[src/rtl/punt_responder.sv]
// punt_responder: target-side responder for punted RTC/JOY/BTN CPU cycles.
// Serves a 12-byte register file onto D[31:24] and exchanges data with the MCU over SPI.
module punt_responder #(
    parameter int SETUP     = 2,
    parameter int ACK_WIDTH = 4,
    parameter int TIMEOUT   = 255
) (
    input  logic       CLKCPU_A,
    input  logic       RESET,
    input  logic       REQ_RTC,
    input  logic       REQ_BTN,
    input  logic       REQ_JOY,
    input  logic [1:0] SEL,
    input  logic       RW,
    input  logic [7:0] D_IN,
    output logic [7:0] D_OUT,
    output logic       D_OE,
    output logic       ACK,
    input  logic       SPI_NSS,
    input  logic       SPI_CK,
    input  logic       SPI_MOSI,
    output logic       SPI_MISO
);

    localparam int         NREG         = 12;
    localparam logic [1:0] TYPE_RTC     = 2'd0;
    localparam logic [1:0] TYPE_JOY     = 2'd1;
    localparam logic [1:0] TYPE_BTN     = 2'd2;
    localparam logic [7:0] SETUP_LAST   = 8'(SETUP);
    localparam logic [7:0] ACK_LAST     = 8'(ACK_WIDTH - 1);
    localparam logic [7:0] TIMEOUT_LAST = 8'(TIMEOUT - 1);

    typedef enum logic [1:0] {
        ST_IDLE,
        ST_SERVE,
        ST_ACK_HI,
        ST_WAIT_REL
    } state_t;

    logic [2:0]  req_in;
    logic [2:0]  req_s1_reg;
    logic [2:0]  req_s2_reg;
    logic [2:0]  req_s3_reg;
    logic [2:0]  req_rise;

    logic [2:0]  nss_sync_reg;
    logic [2:0]  sck_sync_reg;
    logic [1:0]  mosi_sync_reg;
    logic        nss_fall;
    logic        nss_rise;
    logic        sck_rise;
    logic        sck_fall;

    logic [4:0]  bit_cnt_reg;
    logic [15:0] shift_in_reg;
    logic [15:0] shift_out_reg;
    logic        miso_reg;
    logic [3:0]  spi_idx;
    logic [7:0]  spi_data;
    logic        commit;
    logic        commit_write;
    logic        commit_clr;
    logic        unused_reserved;

    logic [7:0]      reg_q       [NREG];
    logic [7:0]      reg_rst_val [NREG];
    logic [NREG-1:0] reg_we;

    state_t      state_reg;
    logic [7:0]  cnt_reg;
    logic [1:0]  type_reg;
    logic [7:0]  dout_reg;
    logic        doe_reg;
    logic        ack_reg;
    logic        err_reg;
    logic [6:0]  req_count_reg;
    logic [7:0]  potgo_reg;

    assign req_in = {REQ_BTN, REQ_JOY, REQ_RTC};

    // REQ synchronisers carry no reset so a line held high across RESET
    // does not look like a fresh rising edge afterwards.
    always_ff @(posedge CLKCPU_A) begin
        req_s1_reg <= req_in;
        req_s2_reg <= req_s1_reg;
        req_s3_reg <= req_s2_reg;
    end

    assign req_rise = req_s2_reg & ~req_s3_reg;

    always_ff @(posedge CLKCPU_A) begin
        if (RESET) begin
            nss_sync_reg  <= 3'b111;
            sck_sync_reg  <= 3'b000;
            mosi_sync_reg <= 2'b00;
        end else begin
            nss_sync_reg  <= {nss_sync_reg[1:0], SPI_NSS};
            sck_sync_reg  <= {sck_sync_reg[1:0], SPI_CK};
            mosi_sync_reg <= {mosi_sync_reg[0], SPI_MOSI};
        end
    end

    assign nss_fall = nss_sync_reg[2] & ~nss_sync_reg[1];
    assign nss_rise = ~nss_sync_reg[2] & nss_sync_reg[1];
    assign sck_rise = ~sck_sync_reg[2] & sck_sync_reg[1];
    assign sck_fall = sck_sync_reg[2] & ~sck_sync_reg[1];

    assign spi_idx         = shift_in_reg[11:8];
    assign spi_data        = shift_in_reg[7:0];
    assign commit          = nss_rise & (bit_cnt_reg == 5'd16);
    assign commit_write    = commit & shift_in_reg[15] & (spi_idx <= 4'd11);
    assign commit_clr      = commit & shift_in_reg[14];
    assign unused_reserved = ^shift_in_reg[13:12];

    // Bit counter saturates so that long frames can never alias back to 16.
    always_ff @(posedge CLKCPU_A) begin
        if (RESET) begin
            bit_cnt_reg   <= 5'd0;
            shift_in_reg  <= 16'h0000;
            shift_out_reg <= 16'h0000;
            miso_reg      <= 1'b0;
        end else if (nss_fall) begin
            bit_cnt_reg   <= 5'd0;
            shift_out_reg <= {potgo_reg, err_reg, req_count_reg};
            miso_reg      <= potgo_reg[7];
        end else if (!nss_sync_reg[1]) begin
            if (sck_rise) begin
                shift_in_reg <= {shift_in_reg[14:0], mosi_sync_reg[1]};
                if (bit_cnt_reg != 5'd31) begin
                    bit_cnt_reg <= bit_cnt_reg + 5'd1;
                end
            end
            if (sck_fall) begin
                shift_out_reg <= {shift_out_reg[14:0], 1'b0};
                miso_reg      <= shift_out_reg[14];
            end
        end
    end

    genvar gi;
    generate
        for (gi = 0; gi < NREG; gi++) begin : g_reg
            assign reg_we[gi]      = commit_write & (spi_idx == 4'(gi));
            assign reg_rst_val[gi] = (gi >= 8) ? 8'hFF : 8'h00;
        end
    endgenerate

    always_ff @(posedge CLKCPU_A) begin
        for (int i = 0; i < NREG; i++) begin
            if (RESET) begin
                reg_q[i] <= reg_rst_val[i];
            end else if (reg_we[i]) begin
                reg_q[i] <= spi_data;
            end
        end
    end

    always_ff @(posedge CLKCPU_A) begin
        if (RESET) begin
            state_reg     <= ST_IDLE;
            cnt_reg       <= 8'd0;
            type_reg      <= TYPE_RTC;
            dout_reg      <= 8'h00;
            doe_reg       <= 1'b0;
            ack_reg       <= 1'b0;
            err_reg       <= 1'b0;
            req_count_reg <= 7'd0;
            potgo_reg     <= 8'h00;
        end else begin
            if (commit_clr) begin
                err_reg <= 1'b0;
            end
            case (state_reg)
                ST_IDLE: begin
                    if (|req_rise) begin
                        state_reg <= ST_SERVE;
                        cnt_reg   <= 8'd0;
                        if (req_rise[0]) begin
                            type_reg <= TYPE_RTC;
                        end else if (req_rise[1]) begin
                            type_reg <= TYPE_JOY;
                        end else begin
                            type_reg <= TYPE_BTN;
                        end
                    end
                end
                ST_SERVE: begin
                    // The read sees the register value from before any same-cycle SPI commit.
                    if (cnt_reg == 8'd0) begin
                        if (RW) begin
                            dout_reg <= reg_q[{type_reg, SEL}];
                            doe_reg  <= 1'b1;
                        end else if (type_reg == TYPE_BTN) begin
                            potgo_reg <= D_IN;
                        end
                        req_count_reg <= req_count_reg + 7'd1;
                    end
                    if (cnt_reg == SETUP_LAST) begin
                        state_reg <= ST_ACK_HI;
                        ack_reg   <= 1'b1;
                        cnt_reg   <= 8'd0;
                    end else begin
                        cnt_reg <= cnt_reg + 8'd1;
                    end
                end
                ST_ACK_HI: begin
                    if (cnt_reg == ACK_LAST) begin
                        state_reg <= ST_WAIT_REL;
                        ack_reg   <= 1'b0;
                        cnt_reg   <= 8'd0;
                    end else begin
                        cnt_reg <= cnt_reg + 8'd1;
                    end
                end
                ST_WAIT_REL: begin
                    if (!req_s3_reg[type_reg]) begin
                        state_reg <= ST_IDLE;
                        doe_reg   <= 1'b0;
                    end else if (cnt_reg == TIMEOUT_LAST) begin
                        state_reg <= ST_IDLE;
                        doe_reg   <= 1'b0;
                        err_reg   <= 1'b1;
                    end else begin
                        cnt_reg <= cnt_reg + 8'd1;
                    end
                end
                default: begin
                    state_reg <= ST_IDLE;
                end
            endcase
        end
    end

    assign D_OUT    = dout_reg;
    assign D_OE     = doe_reg;
    assign ACK      = ack_reg;
    assign SPI_MISO = miso_reg;

endmodule

[config.mk]
export PLATFORM = sky130hd
export DESIGN_NAME = punt_responder
export DESIGN_NICKNAME = d
export VERILOG_FILES = /design/src/rtl/punt_responder.sv
export SDC_FILE = /design/constraint.sdc
export NUM_CORES = 1
export LEC_CHECK = 0
export CAP_MARGIN = 40
export CELL_PAD_IN_SITES_DETAIL_PLACEMENT = 1
export CELL_PAD_IN_SITES_GLOBAL_PLACEMENT = 2
export CORE_MARGIN = 4
export CORE_UTILIZATION = 42
export DETAILED_ROUTE_END_ITERATION = 10
export GPL_TIMING_DRIVEN = 1
export PLACE_DENSITY = 0.9
export SLEW_MARGIN = 20
export SYNTH_ARGS = -nofsm -noshare
export SYNTH_HDL_FRONTEND = slang
export SYNTH_SLANG_ARGS = --single-unit
[constraint.sdc]
create_clock -name CLKCPU_A -period 2.6 [get_ports CLKCPU_A]
set_clock_uncertainty 0.2 [all_clocks]
set_input_delay 0.26 -clock CLKCPU_A [delete_from_list [all_inputs] [get_ports CLKCPU_A]]
set_output_delay 0.26 -clock CLKCPU_A [all_outputs]
set_load 0.02 [all_outputs]
==> report_table.html, run 1 <==
<table>
<tr><th>Metric</th><th>Value</th></tr>
<tr><th colspan="2">Outcome</th></tr>
<tr><td>Status</td><td>finished clean</td></tr>
<tr><th colspan="2">Yosys</th></tr>
<tr><td>Asr flop ratio synth</td><td>0</td></tr>
<tr><td>Synth Area per Inst</td><td>11.5 um2</td></tr>
<tr><td>Number of standard cells after synthesis</td><td>712</td></tr>
<tr><td>Count of different cell masters after synthesis</td><td>47</td></tr>
<tr><td>Proportion of synthesized chip area in sequential cells</td><td>0.576</td></tr>
<tr><td>Area of the mapped netlist</td><td>8200 um2</td></tr>
<tr><td>Flip-flop and latch count after synthesis</td><td>188</td></tr>
<tr><td>Synthesized Nets</td><td>743</td></tr>
<tr><td>Top-area cell type share of the netlist area</td><td>0.351</td></tr>
<tr><td>Yosys synthesis warning count</td><td>0</td></tr>
<tr><td>Most used flip-flop cell after synthesis</td><td>sky130_fd_sc_hd__edfxtp_1</td></tr>
<tr><td>Cell accounting for the most synthesized area</td><td>sky130_fd_sc_hd__edfxtp_1</td></tr>
<tr><td>Area contributors post-synth</td><td>sky130_fd_sc_hd__edfxtp_1 (35%), sky130_fd_sc_hd__dfxtp_1 (22%), sky130_fd_sc_hd__mux4_2 (6.6%)</td></tr>
<tr><td>Post-synth EDFFs</td><td>96</td></tr>
<tr><th colspan="2">CTS</th></tr>
<tr><td>Setup fix buffers added after clock tree synthesis</td><td>0</td></tr>
<tr><td>Number of clock buffers inserted by TritonCTS</td><td>17</td></tr>
<tr><td>Clock transition at path regs</td><td>80 ps</td></tr>
<tr><td>Clock tree from TritonCTS</td><td>yes</td></tr>
<tr><td>Worst-skew pair later-pin latency</td><td>440 ps</td></tr>
<tr><td>Library cell used as clock root buffer</td><td>sky130_fd_sc_hd__clkbuf_16</td></tr>
<tr><td>Clock sink count</td><td>188</td></tr>
<tr><td>H-tree depth</td><td>4</td></tr>
<tr><td>Buffer depth of the longest clock path</td><td>2</td></tr>
<tr><th colspan="2">Layout</th></tr>
<tr><td>Post-layout util</td><td>0.502</td></tr>
<tr><td>Fraction of layout cells with a size suffix above 1</td><td>0.134</td></tr>
<tr><td>Post-layout nets</td><td>777</td></tr>
<tr><td>Layout overhead on the synthesized area</td><td>15.9%</td></tr>
<tr><td>Max reg flops</td><td>96</td></tr>
<tr><td>FILL cells</td><td>1,982</td></tr>
<tr><td>Post-route cell area</td><td>9510 um2</td></tr>
<tr><td>Diodes inserted</td><td>0</td></tr>
<tr><th colspan="2">Routing</th></tr>
<tr><td>Number of vias in the routed layout</td><td>5,619</td></tr>
<tr><td>Via count normalized by instance count</td><td>5.51</td></tr>
<tr><td>Count of antenna-violating nets left after detailed routing</td><td>0</td></tr>
<tr><td>Iter 0 DRT Violations</td><td>292</td></tr>
<tr><td># DRC</td><td>0</td></tr>
<tr><td>Detailed-route wire length per cell</td><td>20.0 um</td></tr>
<tr><td>First-pass detailed-route iteration total</td><td>5</td></tr>
<tr><td>Final Routed Wirelength</td><td>20.4 mm</td></tr>
<tr><th colspan="2">Worst setup path</th></tr>
<tr><td>Worst setup SP type</td><td>flop</td></tr>
<tr><td>Setup crit end kind</td><td>flop</td></tr>
<tr><td>Endpoint arrival time on the critical path</td><td>2340 ps</td></tr>
<tr><td>Required time of the worst setup path</td><td>2570 ps</td></tr>
<tr><td>Max Fanout on Critical Path</td><td>32</td></tr>
<tr><td>Category of the most critical setup path</td><td>reg2reg</td></tr>
<tr><th colspan="2">Place</th></tr>
<tr><td>DP HPWL</td><td>13.5 mm</td></tr>
<tr><td>Post-placement cell area</td><td>8890 um2</td></tr>
<tr><td>Global placer's final weighted congestion</td><td>0.806</td></tr>
<tr><td>Port buffer count</td><td>29</td></tr>
<tr><td>Worst setup slack after placement</td><td>141 ps</td></tr>
<tr><th colspan="2">Timing</th></tr>
<tr><td>Max-slew headroom</td><td>0.495</td></tr>
<tr><td>Final Slew Violations</td><td>0</td></tr>
<tr><td>Summed negative setup slack over all endpoints</td><td>0 ps</td></tr>
<tr><td>Number of setup violations in the final report</td><td>0</td></tr>
<tr><td>Minimum clock period after layout</td><td>2380 ps</td></tr>
<tr><td>Share of the clock period used by the worst path after layout</td><td>0.914</td></tr>
<tr><td>Maximum clock rate</td><td>421 MHz</td></tr>
<tr><td>Unrepaired setup endpoints after global routing</td><td>false</td></tr>
<tr><td>Final hold violation count</td><td>0</td></tr>
<tr><td>Smallest setup slack after layout</td><td>224 ps</td></tr>
<tr><td>Actual transition at the worst max-transition pin</td><td>757 ps</td></tr>
<tr><th colspan="2">Floorplanning</th></tr>
<tr><td>Rows</td><td>50</td></tr>
<tr><td>Die width</td><td>148 um</td></tr>
<tr><td>Initial standard-cell utilization of the core</td><td>0.433</td></tr>
<tr><td>Number of ports placed on the die boundary</td><td>30</td></tr>
<tr><td>Core outline area</td><td>19,000 um2</td></tr>
<tr><td>Total die area</td><td>21,800 um2</td></tr>
<tr><td>DIE HEIGHT</td><td>148 um</td></tr>
<tr><th colspan="2">Flow run</th></tr>
<tr><td>Maxcap violations</td><td>0</td></tr>
<tr><th colspan="2">Pwr</th></tr>
<tr><td>IR drop worst, VDD</td><td>451 uV</td></tr>
<tr><td>PwrDens</td><td>733 nW/um2</td></tr>
<tr><td>Switching power summed over all nets</td><td>1.85 mW</td></tr>
<tr><td>Part of the power in registers</td><td>0.477</td></tr>
<tr><td>Net Sw Frac</td><td>0.265</td></tr>
<tr><td>Share of power burned in the clock network</td><td>0.376</td></tr>
<tr><td>Part of the total power dissipated in combinational logic</td><td>0.147</td></tr>
<tr><td>Internal Dissipation</td><td>5.12 mW</td></tr>
<tr><td>Static Leakage</td><td>3.26 nW</td></tr>
<tr><th colspan="2">Global routing</th></tr>
<tr><td>Maximum number of pins on one net before global-route repair</td><td>70</td></tr>
<tr><td>Gr ovfl total</td><td>0</td></tr>
<tr><td>Number of antenna violations at the first check in global routing</td><td>0</td></tr>
<tr><td>Vias in the first global route</td><td>5,949</td></tr>
<tr><td>Wire length of the first global-routing pass</td><td>33.3 mm</td></tr>
<tr><td>Total Routing Usage GR</td><td>0.196</td></tr>
<tr><th colspan="2">Worst hold path</th></tr>
<tr><td>Type of the most critical hold path</td><td>in2reg</td></tr>
</table>
## cell type report
type,count,area (um2),share of cell area
well taps,260,325,0.0342
clock inverters,9,71.3,0.00750
flip-flops and latches,188,4720,0.497
repair buffers,62,561,0.0589
inverters,13,48.8,0.00513
clock buffers,23,532,0.0559
multi-input cells,464,3250,0.341
## layout by cell type (no fill, tap or decap), types with 15 or more instances in the layout
cell / Yosys / routed
sky130_fd_sc_hd__edfxtp_1: 96 / 96
sky130_fd_sc_hd__nor2_1: 58 / 57
sky130_fd_sc_hd__clkbuf_16: 0 / 20
sky130_fd_sc_hd__a21oi_1: 33 / 33
sky130_fd_sc_hd__buf_4: 0 / 30
sky130_fd_sc_hd__or3_1: 33 / 33
sky130_fd_sc_hd__o21ai_0: 29 / 29
sky130_fd_sc_hd__mux2i_1: 37 / 37
sky130_fd_sc_hd__dfxtp_1: 92 / 92
sky130_fd_sc_hd__clkdlybuf4s50_1: 0 / 28
sky130_fd_sc_hd__a211oi_1: 17 / 17
sky130_fd_sc_hd__nand2_1: 66 / 66
sky130_fd_sc_hd__nand3_1: 15 / 15
sky130_fd_sc_hd__and2_1: 65 / 65
sky130_fd_sc_hd__mux4_2: 24 / 24
## synthesized netlist by cell type, types with 2 or more instances
library cell,count
sky130_fd_sc_hd__a21oi_1,33
sky130_fd_sc_hd__a32oi_1,2
sky130_fd_sc_hd__nor4_1,3
sky130_fd_sc_hd__xnor2_1,2
sky130_fd_sc_hd__mux4_2,24
sky130_fd_sc_hd__nand2b_1,7
sky130_fd_sc_hd__and3_1,6
sky130_fd_sc_hd__dfxtp_1,92
sky130_fd_sc_hd__xor2_1,6
sky130_fd_sc_hd__nor2b_1,9
sky130_fd_sc_hd__inv_1,13
sky130_fd_sc_hd__nand2_1,66
sky130_fd_sc_hd__nand4_1,4
sky130_fd_sc_hd__o31ai_1,2
sky130_fd_sc_hd__buf_1,2
sky130_fd_sc_hd__buf_2,8
sky130_fd_sc_hd__a211oi_1,17
sky130_fd_sc_hd__and2_1,65
sky130_fd_sc_hd__o2bb2ai_1,2
sky130_fd_sc_hd__clkbuf_1,37
sky130_fd_sc_hd__ha_1,12
sky130_fd_sc_hd__edfxtp_1,96
sky130_fd_sc_hd__o21ai_0,29
sky130_fd_sc_hd__mux2i_1,37
sky130_fd_sc_hd__or3_1,33
sky130_fd_sc_hd__nand3_1,15
sky130_fd_sc_hd__or2_2,6
sky130_fd_sc_hd__a32o_1,6
sky130_fd_sc_hd__nor2_1,58
sky130_fd_sc_hd__nor3b_1,3
## path summary, 6_finish.rpt
check | start | endpoint | slack, ps | cells past startpoint
setup reg to reg | bit_cnt_reg[2] | reg_q[11][0] | 220 | 5
hold reg to reg | req_s1_reg[0] | req_s2_reg[0] | 140 | 0
setup / recovery | bit_cnt_reg[2] | reg_q[11][0] | 220 | 5
hold / removal | REQ_RTC | req_s1_reg[0] | 60 | 1
## kinds of logic after synthesis
family | count (synthesis) | synth area share
XOR/XNOR | 8 | 0.00854
multiplexers | 61 | 0.111
adder cells (fa/ha/maj) | 12 | 0.0183
flip-flops | 188 | 0.576
buffers and inverters | 60 | 0.0287
AND/OR/NAND/NOR | 286 | 0.184
AO/OA/AOI/OAI | 97 | 0.0737
## through the flow
stage / instances / hold WS, ps / total power, mW
final: 1019 / 64.8 / 6.97
after global routing: 1019 / 69.3 / 7.28
after CTS: 1019 / 52.7 / 7.02
after detailed placement: 986 / 116 / 4.40
after global placement: 986 / 120 / 4.35
after floorplan: 712 / 87.7 / 4.02
## metal layers
metal  GRT usage  part of all wire  routed length, um
met5           0                 0                  0
met4      0.0471             0.012                249
met3      0.0414             0.041                834
met2       0.341              0.51              10500
met1       0.251              0.43               8860
## critical path, cell delays in order (launching register included)
cell	delay, ps
sky130_fd_sc_hd__dfxtp_1	340
sky130_fd_sc_hd__or4b_1	570
sky130_fd_sc_hd__nor4b_2	340
sky130_fd_sc_hd__nand2_1	90
sky130_fd_sc_hd__buf_4	220
sky130_fd_sc_hd__or3_1	350
## power groups by stage
stage / Sequential (mW) / Clock, mW / Combinational [mW]
finish: 3.32 / 2.62 / 1.02
global route: 3.34 / 2.81 / 1.13
CTS: 3.33 / 2.66 / 1.03
detailed placement: 3.39 / 0 / 1.02
global placement: 3.38 / 0 / 0.970
floorplan: 3.39 / 0 / 0.628
## repair_timing
action | CTS | global route
resized for setup | 0 | 1
hold buffers | 1 | 0
hold endpoints to repair | 7 | 0
setup endpoints to repair | 0 | 6
No activity file was read; power rests on OpenSTA's default activity.
==> inputs of run 2 (changes only) <==
CTS_CLUSTER_DIAMETER = 200   (was default)
==> results of run 2 <==
Final layout, timing and power as in run 1 (identical DEF).
